File: src/rtl/mem_arbiter.sv
// Two-port round-robin arbiter and sequencer for the shared main memory.
// Port 0 is the I-cache miss port, port 1 the D-cache miss/write-through port.
module mem_arbiter #(
    parameter int READ_LAT = 4,
    parameter int ADDR_W   = 32
) (
    input  logic              clk,
    input  logic              rst,
    input  logic              req0,
    input  logic              we0,
    input  logic [ADDR_W-1:0] addr0,
    input  logic [31:0]       wdata0,
    output logic              ack0,
    output logic [127:0]      rdata0,
    input  logic              req1,
    input  logic              we1,
    input  logic [ADDR_W-1:0] addr1,
    input  logic [31:0]       wdata1,
    output logic              ack1,
    output logic [127:0]      rdata1,
    output logic              mem_enable,
    output logic              mem_write,
    output logic [ADDR_W-1:0] mem_address,
    output logic [31:0]       mem_data_in,
    input  logic [127:0]      mem_data_out,
    output logic              busy
);

    // state | meaning
    // IDLE  | waiting for a request, arbitrates round-robin
    // FILL  | mem_enable held high for READ_LAT cycles
    // CAPT  | line valid on mem_data_out, captured at closing edge
    // WRITE | single-cycle mem_write strobe
    // ACK   | one-cycle ack to the granted port
    typedef enum logic [2:0] {IDLE, FILL, CAPT, WRITE, ACK} state_t;

    localparam int CNT_W = (READ_LAT > 1) ? $clog2(READ_LAT) : 1;

    state_t              state_q, state_d;
    logic [CNT_W-1:0]    cnt_q, cnt_d;
    logic                gnt_q, gnt_d;
    logic                last_q, last_d;
    logic                ack0_q, ack0_d;
    logic                ack1_q, ack1_d;
    logic                mem_enable_q, mem_enable_d;
    logic                mem_write_q, mem_write_d;
    logic [ADDR_W-1:0]   mem_address_q, mem_address_d;
    logic [31:0]         mem_data_in_q, mem_data_in_d;
    logic [127:0]        rdata0_q, rdata0_d;
    logic [127:0]        rdata1_q, rdata1_d;
    logic                busy_q, busy_d;

    logic                sel_port;
    logic                sel_we;
    logic [ADDR_W-1:0]   sel_addr;
    logic [31:0]         sel_wdata;

    always_comb begin
        state_d       = state_q;
        cnt_d         = cnt_q;
        gnt_d         = gnt_q;
        last_d        = last_q;
        ack0_d        = 1'b0;
        ack1_d        = 1'b0;
        mem_enable_d  = mem_enable_q;
        mem_write_d   = mem_write_q;
        mem_address_d = mem_address_q;
        mem_data_in_d = mem_data_in_q;
        rdata0_d      = rdata0_q;
        rdata1_d      = rdata1_q;

        // On a tie the port that was not served last wins.
        sel_port  = !(req0 && (!req1 || last_q));
        sel_we    = sel_port ? we1 : we0;
        sel_addr  = sel_port ? addr1 : addr0;
        sel_wdata = sel_port ? wdata1 : wdata0;

        case (state_q)
            IDLE: begin
                if (req0 || req1) begin
                    gnt_d  = sel_port;
                    last_d = sel_port;
                    if (sel_we) begin
                        state_d       = WRITE;
                        mem_write_d   = 1'b1;
                        mem_address_d = sel_addr;
                        mem_data_in_d = sel_wdata;
                    end else begin
                        state_d       = FILL;
                        cnt_d         = CNT_W'(READ_LAT - 1);
                        mem_enable_d  = 1'b1;
                        mem_address_d = {sel_addr[ADDR_W-1:2], 2'b00};
                    end
                end
            end
            FILL: begin
                if (cnt_q == '0) begin
                    state_d      = CAPT;
                    mem_enable_d = 1'b0;
                end else begin
                    cnt_d = cnt_q - CNT_W'(1);
                end
            end
            CAPT: begin
                state_d = ACK;
                if (gnt_q) begin
                    rdata1_d = mem_data_out;
                    ack1_d   = 1'b1;
                end else begin
                    rdata0_d = mem_data_out;
                    ack0_d   = 1'b1;
                end
            end
            WRITE: begin
                state_d     = ACK;
                mem_write_d = 1'b0;
                ack0_d      = !gnt_q;
                ack1_d      = gnt_q;
            end
            ACK: begin
                state_d = IDLE;
            end
            default: begin
                state_d      = IDLE;
                mem_enable_d = 1'b0;
                mem_write_d  = 1'b0;
            end
        endcase

        busy_d = (state_d != IDLE);
    end

    always_ff @(posedge clk) begin
        if (rst) begin
            state_q       <= IDLE;
            cnt_q         <= '0;
            gnt_q         <= 1'b0;
            last_q        <= 1'b1;
            ack0_q        <= 1'b0;
            ack1_q        <= 1'b0;
            mem_enable_q  <= 1'b0;
            mem_write_q   <= 1'b0;
            mem_address_q <= '0;
            mem_data_in_q <= '0;
            rdata0_q      <= '0;
            rdata1_q      <= '0;
            busy_q        <= 1'b0;
        end else begin
            state_q       <= state_d;
            cnt_q         <= cnt_d;
            gnt_q         <= gnt_d;
            last_q        <= last_d;
            ack0_q        <= ack0_d;
            ack1_q        <= ack1_d;
            mem_enable_q  <= mem_enable_d;
            mem_write_q   <= mem_write_d;
            mem_address_q <= mem_address_d;
            mem_data_in_q <= mem_data_in_d;
            rdata0_q      <= rdata0_d;
            rdata1_q      <= rdata1_d;
            busy_q        <= busy_d;
        end
    end

    assign ack0        = ack0_q;
    assign ack1        = ack1_q;
    assign rdata0      = rdata0_q;
    assign rdata1      = rdata1_q;
    assign mem_enable  = mem_enable_q;
    assign mem_write   = mem_write_q;
    assign mem_address = mem_address_q;
    assign mem_data_in = mem_data_in_q;
    assign busy        = busy_q;

endmodule

File: config.mk
export PLATFORM = sky130hd
export DESIGN_NAME = mem_arbiter
export DESIGN_NICKNAME = d
export VERILOG_FILES = /design/src/rtl/mem_arbiter.sv
export SDC_FILE = /design/constraint.sdc
export NUM_CORES = 1
export LEC_CHECK = 0
export CORE_AREA = 3 3 224 226
export DETAILED_ROUTE_END_ITERATION = 7
export DIE_AREA = 0 0 227 229
export PLACE_DENSITY = 0.58
export SLEW_MARGIN = 15
export SYNTH_ARGS = -nofsm -noshare
export SYNTH_HDL_FRONTEND = slang
export SYNTH_SLANG_ARGS = --single-unit
File: constraint.sdc
create_clock -name clk -period 3.6 [get_ports clk]
set_input_delay 1.08 -clock clk [delete_from_list [all_inputs] [get_ports clk]]
set_output_delay 1.08 -clock clk [all_outputs]
set_load 0.01 [all_outputs]
==> results of run 1 <==
flip-flops by register name, indices dropped and copies added (netlist names):
signal	flops
cnt_q	2
last_q	1
ack0	1
mem_address	32
rdata0	128
gnt_q	1
mem_data_in	32
busy	1
ack1	1
mem_write	1
rdata1	128
state_q	3
mem_enable	1
through the flow:
step	setup slack, ns	area (um^2)	total power, mW	hold WS (ns)
6_report	1.01	20100	10.2	0.452
2_1_floorplan	1.28	12500	5.28	0.453
4_1_cts	0.937	20100	10.4	0.453
5_1_grt	0.925	20100	10.8	0.470
3_5_place_dp	0.556	18800	6.57	0.445
3_3_place_gp	0.637	18800	6.55	0.441
layer usage:
layer | wire, um | global-route usage (%) | vias to the layer above
met5 | 0 | 0 | -
met4 | 1730 | 7.28 | 0
met3 | 3770 | 4.64 | 88
met2 | 24200 | 31.4 | 473
met1 | 19600 | 20.9 | 5911
li1 | - | - | 6267
cell families (layout without fill, tap and decap cells):
family | Yosys count | in the layout | share of synthesized area (%)
other cells | 0 | 1 | 0
simple gates | 712 | 712 | 24.0
flops | 332 | 332 | 53.4
fa+ha+maj | 1 | 1 | 0.100
xor+xnor | 1 | 1 | 0.0703
compound gates | 367 | 367 | 16.9
buf+inv | 168 | 709 | 5.60
power by group through the flow:
stage	Sequential, mW	Combinational, mW	Clock [mW]
2_1_floorplan	4.40	0.878	0
3_3_place_gp	4.28	2.27	0
3_5_place_dp	4.29	2.29	0
4_1_cts	4.21	2.30	3.92
5_1_grt	4.26	2.46	4.05
6_report	4.21	2.27	3.77
layout by cell type, fill, tap and decap left out, types with 2 or more instances in the layout:
cell type	synthesis	final
inv_6	0	4
nor2_1	43	42
o31a_1	2	2
a221oi_1	32	32
clkbuf_8	0	12
nor2b_1	3	3
buf_12	0	8
clkbuf_16	0	39
clkinv_2	0	3
clkbuf_1	77	7
dfxtp_1	332	332
o21ai_0	33	33
nand2_1	577	577
a311oi_1	32	32
clkdlybuf4s50_1	0	585
inv_1	35	35
nand2b_1	35	35
buf_4	1	14
and2_1	3	3
a21oi_1	261	261
o21bai_1	2	2
nand4b_1	32	32
a211oi_1	2	2
nor3_1	11	10
area by class of cell:
| class | count | area [um^2] |
|---|---|---|
| Clock buffer | 58 | 1170 |
| Multi-Input combinational cell | 1081 | 5140 |
| Tap cell | 622 | 778 |
| Timing Repair Buffer | 608 | 6140 |
| Antenna cell | 1 | 2.50 |
| Fill cell | 4880 | 28500 |
| Clock inverter | 8 | 57.6 |
| Sequential cell | 332 | 6650 |
| Inverter | 35 | 131 |
worst paths after layout:
kind / slack (ns) / from / to / cells after the start
worst min register to register: 0.45 / rdata0[73]$_SDFFE_PP0P_ / rdata0[73]$_SDFFE_PP0P_ / 2
worst max-delay path: 1.01 / mem_write$_SDFFE_PP0P_ / mem_write / 1
worst max register to register: 1.43 / state_q[2]$_SDFF_PP0_ / rdata1[95]$_SDFFE_PP0P_ / 5
worst min-delay path: 0.45 / rdata0[73]$_SDFFE_PP0P_ / rdata0[73]$_SDFFE_PP0P_ / 2
==> results.sh, run 1 <==
export IMPL_status="finished clean"
export IMPL_instances_no_fill=2745
export IMPL_die_y_um=229
export IMPL_drt_wl_total_mm=49.3
export IMPL_period_minus_slack_ns=2.59
export IMPL_p_int_mw=7.37
export IMPL_hold_viol=0
export IMPL_worstSkewPairLatency_ns=0.54
export IMPL_crit_arrival_ns=1.51
export IMPL_cts_tree="built"
export IMPL_maxSlewHeadroom_pct=60.4
export IMPL_rsz0062_at_grt="false"
export IMPL_placed_cells=2678
export IMPL_nets=2360
export IMPL_start_util_pct=25.7
export IMPL_hold_class="reg2reg"
export IMPL_drv_cap=0
export IMPL_grt_pass1_wl_mm=73.6
export IMPL_grt_usage_pct=18.0
export IMPL_finalCritPeriodShare_pct=71.9
export IMPL_path_cells="clkdlybuf4s50_1"
export IMPL_cp_required_ns=2.52
export IMPL_ant_nets=0
export IMPL_synth_net_count=1844
export IMPL_fp_dieW_um=227
export IMPL_synth_area_um2=12500
export IMPL_combPwrFrac_pct=22.1
export IMPL_clkPwrFrac_pct=36.8
export IMPL_ctsRootBufferMaster="clkbuf_16"
export IMPL_clk_pin_slew_ns=0.05
export IMPL_cts_hold_buffers=0
export IMPL_synth_seq_area_share_pct=53.4
export IMPL_synth_avg_cell_area_um2=7.88
export IMPL_area_delta_synth_final_pct=61.0
export IMPL_grt_pass1_vias=12500
export IMPL_postLayoutCoreUtil_pct=41.3
export IMPL_critical_path_class="reg2out"
export IMPL_avgViaCountPerCell=4.64
export IMPL_cp_slowest_stage_delay_ns=0.61
export IMPL_synth_edf_count=0
export IMPL_grt_max_degree=95
export IMPL_antenna_found_initial=1
export IMPL_ios=587
export IMPL_yosys_area_top_type_share_pct=53.4
export IMPL_powerDensity_nw_per_um2=511
export IMPL_synthFlopType="dfxtp_1"
export IMPL_core_rowCount=81
export IMPL_skew_ns=0.0124
export IMPL_hpwl_mm=34.9
export IMPL_switching_power_mw=2.88
export IMPL_ir_drop_v=0.000277
export IMPL_worstPathBufferInverterCount=1
export IMPL_synthTopCellsByCount="nand2_1 (577), dfxtp_1 (332), a21oi_1 (261), clkbuf_1 (77), buf_2 (51)"
export IMPL_cts_setup_buffers=0
export IMPL_async_flop_share_pct=0
export IMPL_final_setup_viol_count=0
export IMPL_cts_buffers=39
export IMPL_synthCells=1581
export IMPL_portBuffers=586
export IMPL_first_pass_iters=5
export IMPL_clock_path_buffers=3
export IMPL_clock_sinks=332
export IMPL_routabilityCongestion=0.861
export IMPL_post_cts_resized=0
export IMPL_maxSlewViolCount=0
export IMPL_ys_seq_elements=332
export IMPL_critPathSlowestCell="clkdlybuf4s50_1"
export IMPL_p_leak_nw=6.83
export IMPL_yosys_top_cells_area="dfxtp_1 (53%), nand2_1 (17%), a21oi_1 (10%), clkbuf_1 (2.3%), a221oi_1 (2.2%)"
export IMPL_design_die_area_um2=52000
export IMPL_yosysUniqueCellTypes=31
export IMPL_dr_first_iter_drc_count=783
export IMPL_startpoint_type="flip-flop"
export IMPL_yosysWarnings=0
export IMPL_synthMostInstantiatedCell="nand2_1"
export IMPL_grt_overflow=0
export IMPL_vias=12700
export IMPL_seqPwrFrac_pct=41.1
export IMPL_max_freq_mhz=386
export IMPL_critPathMaxFanout=3
export IMPL_switching_share_pct=28.1
export IMPL_core_area_um2=48500
export IMPL_synth_area_leader_cell="dfxtp_1"
export IMPL_cp_end_kind="output pin"
export IMPL_drc=0
export IMPL_drive_gt1_share_pct=4.19
export IMPL_wire_per_inst_um=17.9
export IMPL_max_slew_worst_pin_slew_ns=0.593
export IMPL_cpLargestDelayFamily="buffers and inverters"
export IMPL_setup_tns_ns=0
export IMPL_cts_max_level=2
Power figures use the tool's default switching activity.
==> run 2: changes to the inputs <==
--- a/config.mk
+++ b/config.mk
@@ -5,9 +5,9 @@
 export SDC_FILE = /design/constraint.sdc
 export NUM_CORES = 1
 export LEC_CHECK = 0
-export CORE_AREA = 3 3 224 226
+export CORE_AREA = 3 3 230 232
 export DETAILED_ROUTE_END_ITERATION = 7
-export DIE_AREA = 0 0 227 229
+export DIE_AREA = 0 0 233 235
 export PLACE_DENSITY = 0.58
 export SLEW_MARGIN = 15
 export SYNTH_ARGS = -nofsm -noshare
==> constraint.sdc (replaced) <==
create_clock -name clk -period 2.1 [get_ports clk]
set_input_delay 0.63 -clock clk [delete_from_list [all_inputs] [get_ports clk]]
set_output_delay 0.63 -clock clk [all_outputs]
set_load 0.01 [all_outputs]
==> run 2 against run 1 <==
Flip-flop and latch count did not move. Critical path depth unchanged. Sequential share of layout area down 1.0 points. Routed wire length grew 4.0%. Combinational power rose by 71%. Clock power grew 81%. Largest cell class unchanged.
==> results.sh, run 2 (synthesis results as in run 1) <==
export IMPL_startpoint_type="flip-flop"
export IMPL_critical_path_reg2reg_startpoint="state_q[2]$_SDFF_PP0_"
export IMPL_cts_buffers=39
export IMPL_reg2regPathDepth=5
export IMPL_core_area_um2=51200
export IMPL_dpl_cell_area_um2=19300
export IMPL_grt_busiest_layer="met2"
export IMPL_setup_slack_ns=0.0449
export IMPL_cpLargestDelayFamily="buffers and inverters"
export IMPL_timing_hold_ws_ns=0.449
export IMPL_critPathMaxFanout=2
export IMPL_wire_per_inst_um=18.1
export IMPL_skew_ns=0.0144
export IMPL_nets=2392
export IMPL_instances_no_fill=2836
export IMPL_vias=12900
export IMPL_finalCritPeriodShare_pct=97.9
export IMPL_cts_hold_buffers=0
export IMPL_dr_first_iter_drc_count=683
export IMPL_hold_class="reg2reg"
export IMPL_worstPathBufferInverterCount=1
export IMPL_maxSlewViolCount=0
export IMPL_drc=0
export IMPL_crit_arrival_ns=1.43
export IMPL_cts_tree="built"
export IMPL_grt_usage_pct=17.8
export IMPL_p_leak_nw=9.56
export IMPL_rrSetupSlack_ns=0.37
export IMPL_core_rowCount=83
export IMPL_hpwl_mm=37.4
export IMPL_path_cells="clkdlybuf4s50_1"
export IMPL_ff_latch_area_um2=6650
export IMPL_drt_wl_total_mm=51.2
export IMPL_grt_overflow=0
export IMPL_final_common_cell="nand2_1"
export IMPL_setup_tns_ns=0
export IMPL_fp_dieW_um=233
export IMPL_placed_cells=2768
export IMPL_final_cell_mix="nand2_1 (577), dfxtp_1 (331), clkdlybuf4s50_1 (327)"
export IMPL_design_die_area_um2=54800
export IMPL_die_y_um=235
export IMPL_ant_nets=0
export IMPL_grt_pass1_wl_mm=76.5
export IMPL_fin_area_um2=20700
export IMPL_grt_max_degree=71
export IMPL_area_delta_synth_final_pct=66.2
export IMPL_crit_cells=1
export IMPL_rsz0062_at_grt="false"
export IMPL_status="finished clean"
export IMPL_powerDensity_nw_per_um2=864
export IMPL_met3_usage_pct=5.77
export IMPL_critical_path_class="reg2out"
export IMPL_final_setup_viol_count=0
export IMPL_cp_slowest_stage_delay_ns=0.56
export IMPL_antenna_found_initial=2
export IMPL_ctsRootBufferMaster="clkbuf_16"
export IMPL_drive_gt1_share_pct=5.62
export IMPL_critPathSlowestCell="clkdlybuf4s50_1"
export IMPL_cp_end_kind="output pin"
export IMPL_hold_viol=0
export IMPL_crit_end="rdata0[25]"
export IMPL_maxSlewHeadroom_pct=58.5
export IMPL_grtUsageMet2_pct=31.2
export IMPL_portBuffers=586
export IMPL_grt_pass1_vias=12900
export IMPL_post_place_ws_ns=-0.249
export IMPL_clock_sinks=332
export IMPL_worstSkewPairLatency_ns=0.54
export IMPL_n_fill_cell=5235
export IMPL_first_pass_iters=5
export IMPL_ios=587
export IMPL_max_freq_mhz=487
export IMPL_startpoint="rdata0[25]$_SDFFE_PP0P_"
export IMPL_cts_max_level=2
export IMPL_met1_usage_pct=19.7
export IMPL_clock_path_buffers=3
export IMPL_r2r_end="rdata0[45]$_SDFFE_PP0P_"
export IMPL_cts_setup_buffers=0
export IMPL_clk_pin_slew_ns=0.06
export IMPL_avgViaCountPerCell=4.56
export IMPL_routabilityCongestion=0.860
export IMPL_period_minus_slack_ns=2.06
export IMPL_start_util_pct=24.3
export IMPL_ir_drop_v=0.000470
export IMPL_drv_cap=0
export IMPL_cp_required_ns=1.47
export IMPL_multiInputGateArea_um2=5140
export IMPL_max_slew_worst_pin_slew_ns=0.622
==> run 2: cell count changes in the layout (fill, tap and decap cells not counted), sizes merged <==
| cell | delta |
|---|---|
| dlygate4sd2 | +156 |
| bufinv | +2 |
| clkdlybuf4s50 | -258 |
| clkinv | +1 |
| clkbuf | +2 |
| diode | +1 |
| inv | -4 |
| clkinvlp | -1 |
| buf | +32 |
| dlymetal6s2s | +102 |
==> run 2: worst min path at each step <==
stage                            startpoint  slack (ns)  cells past startpoint                      end
CTS                 rdata0[36]$_SDFFE_PP0P_        0.45                      2  rdata0[36]$_SDFFE_PP0P_
finish              rdata0[93]$_SDFFE_PP0P_        0.45                      2  rdata0[93]$_SDFFE_PP0P_
global placement    rdata0[43]$_SDFFE_PP0P_        0.44                      2  rdata0[43]$_SDFFE_PP0P_
floorplan             cnt_q[1]$_SDFFE_PP0P_        0.45                      1    cnt_q[1]$_SDFFE_PP0P_
global route        rdata0[40]$_SDFFE_PP0P_        0.47                      2  rdata0[40]$_SDFFE_PP0P_
detailed placement  rdata0[36]$_SDFFE_PP0P_        0.45                      2  rdata0[36]$_SDFFE_PP0P_
==> run 2: metrics by stage <==
stage               utilization [%]  power (mW)
floorplan                         -        9.05
global placement               37.8        11.4
detailed placement             37.8        11.5
CTS                            39.9        18.2
global route                   40.4        18.8
finish                         40.4        17.9
==> run 2: power by group <==
group	leakage, nW	total (mW)	internal [mW]	switching (mW)
clock network	0.638	6.81	4.17	2.63
logic	6.23	3.88	1.84	2.03
registers	2.70	7.21	6.88	0.324
==> run 2: worst min-delay path, stage by stage (launching register included) <==
cell and delay, ns:
dfxtp_1 0.30, nand2_1 0.05, a21oi_1 0.05
==> run 2: timing repair <==
item                       4_1_cts  5_1_grt
pin swaps                        0        0
setup endpoints to repair      156      102
gates resized for setup        157      102
==> run 2: routing by layer <==
layer / vias up / wire length [um]
met5: - / 0
met4: 0 / 2120
met3: 106 / 4310
met2: 496 / 25200
met1: 6018 / 19600
li1: 6326 / -
==> run 2: final cells by class <==
cell class                 count  area share (%)
antenna                        2          0.0242
clock buffer                  60            5.83
clock inverter                 6           0.387
inverter                      35           0.635
multi-input combinational   1081            24.8
sequential                   332            32.1
tap                          680            4.11
timing repair buffer         640            32.1
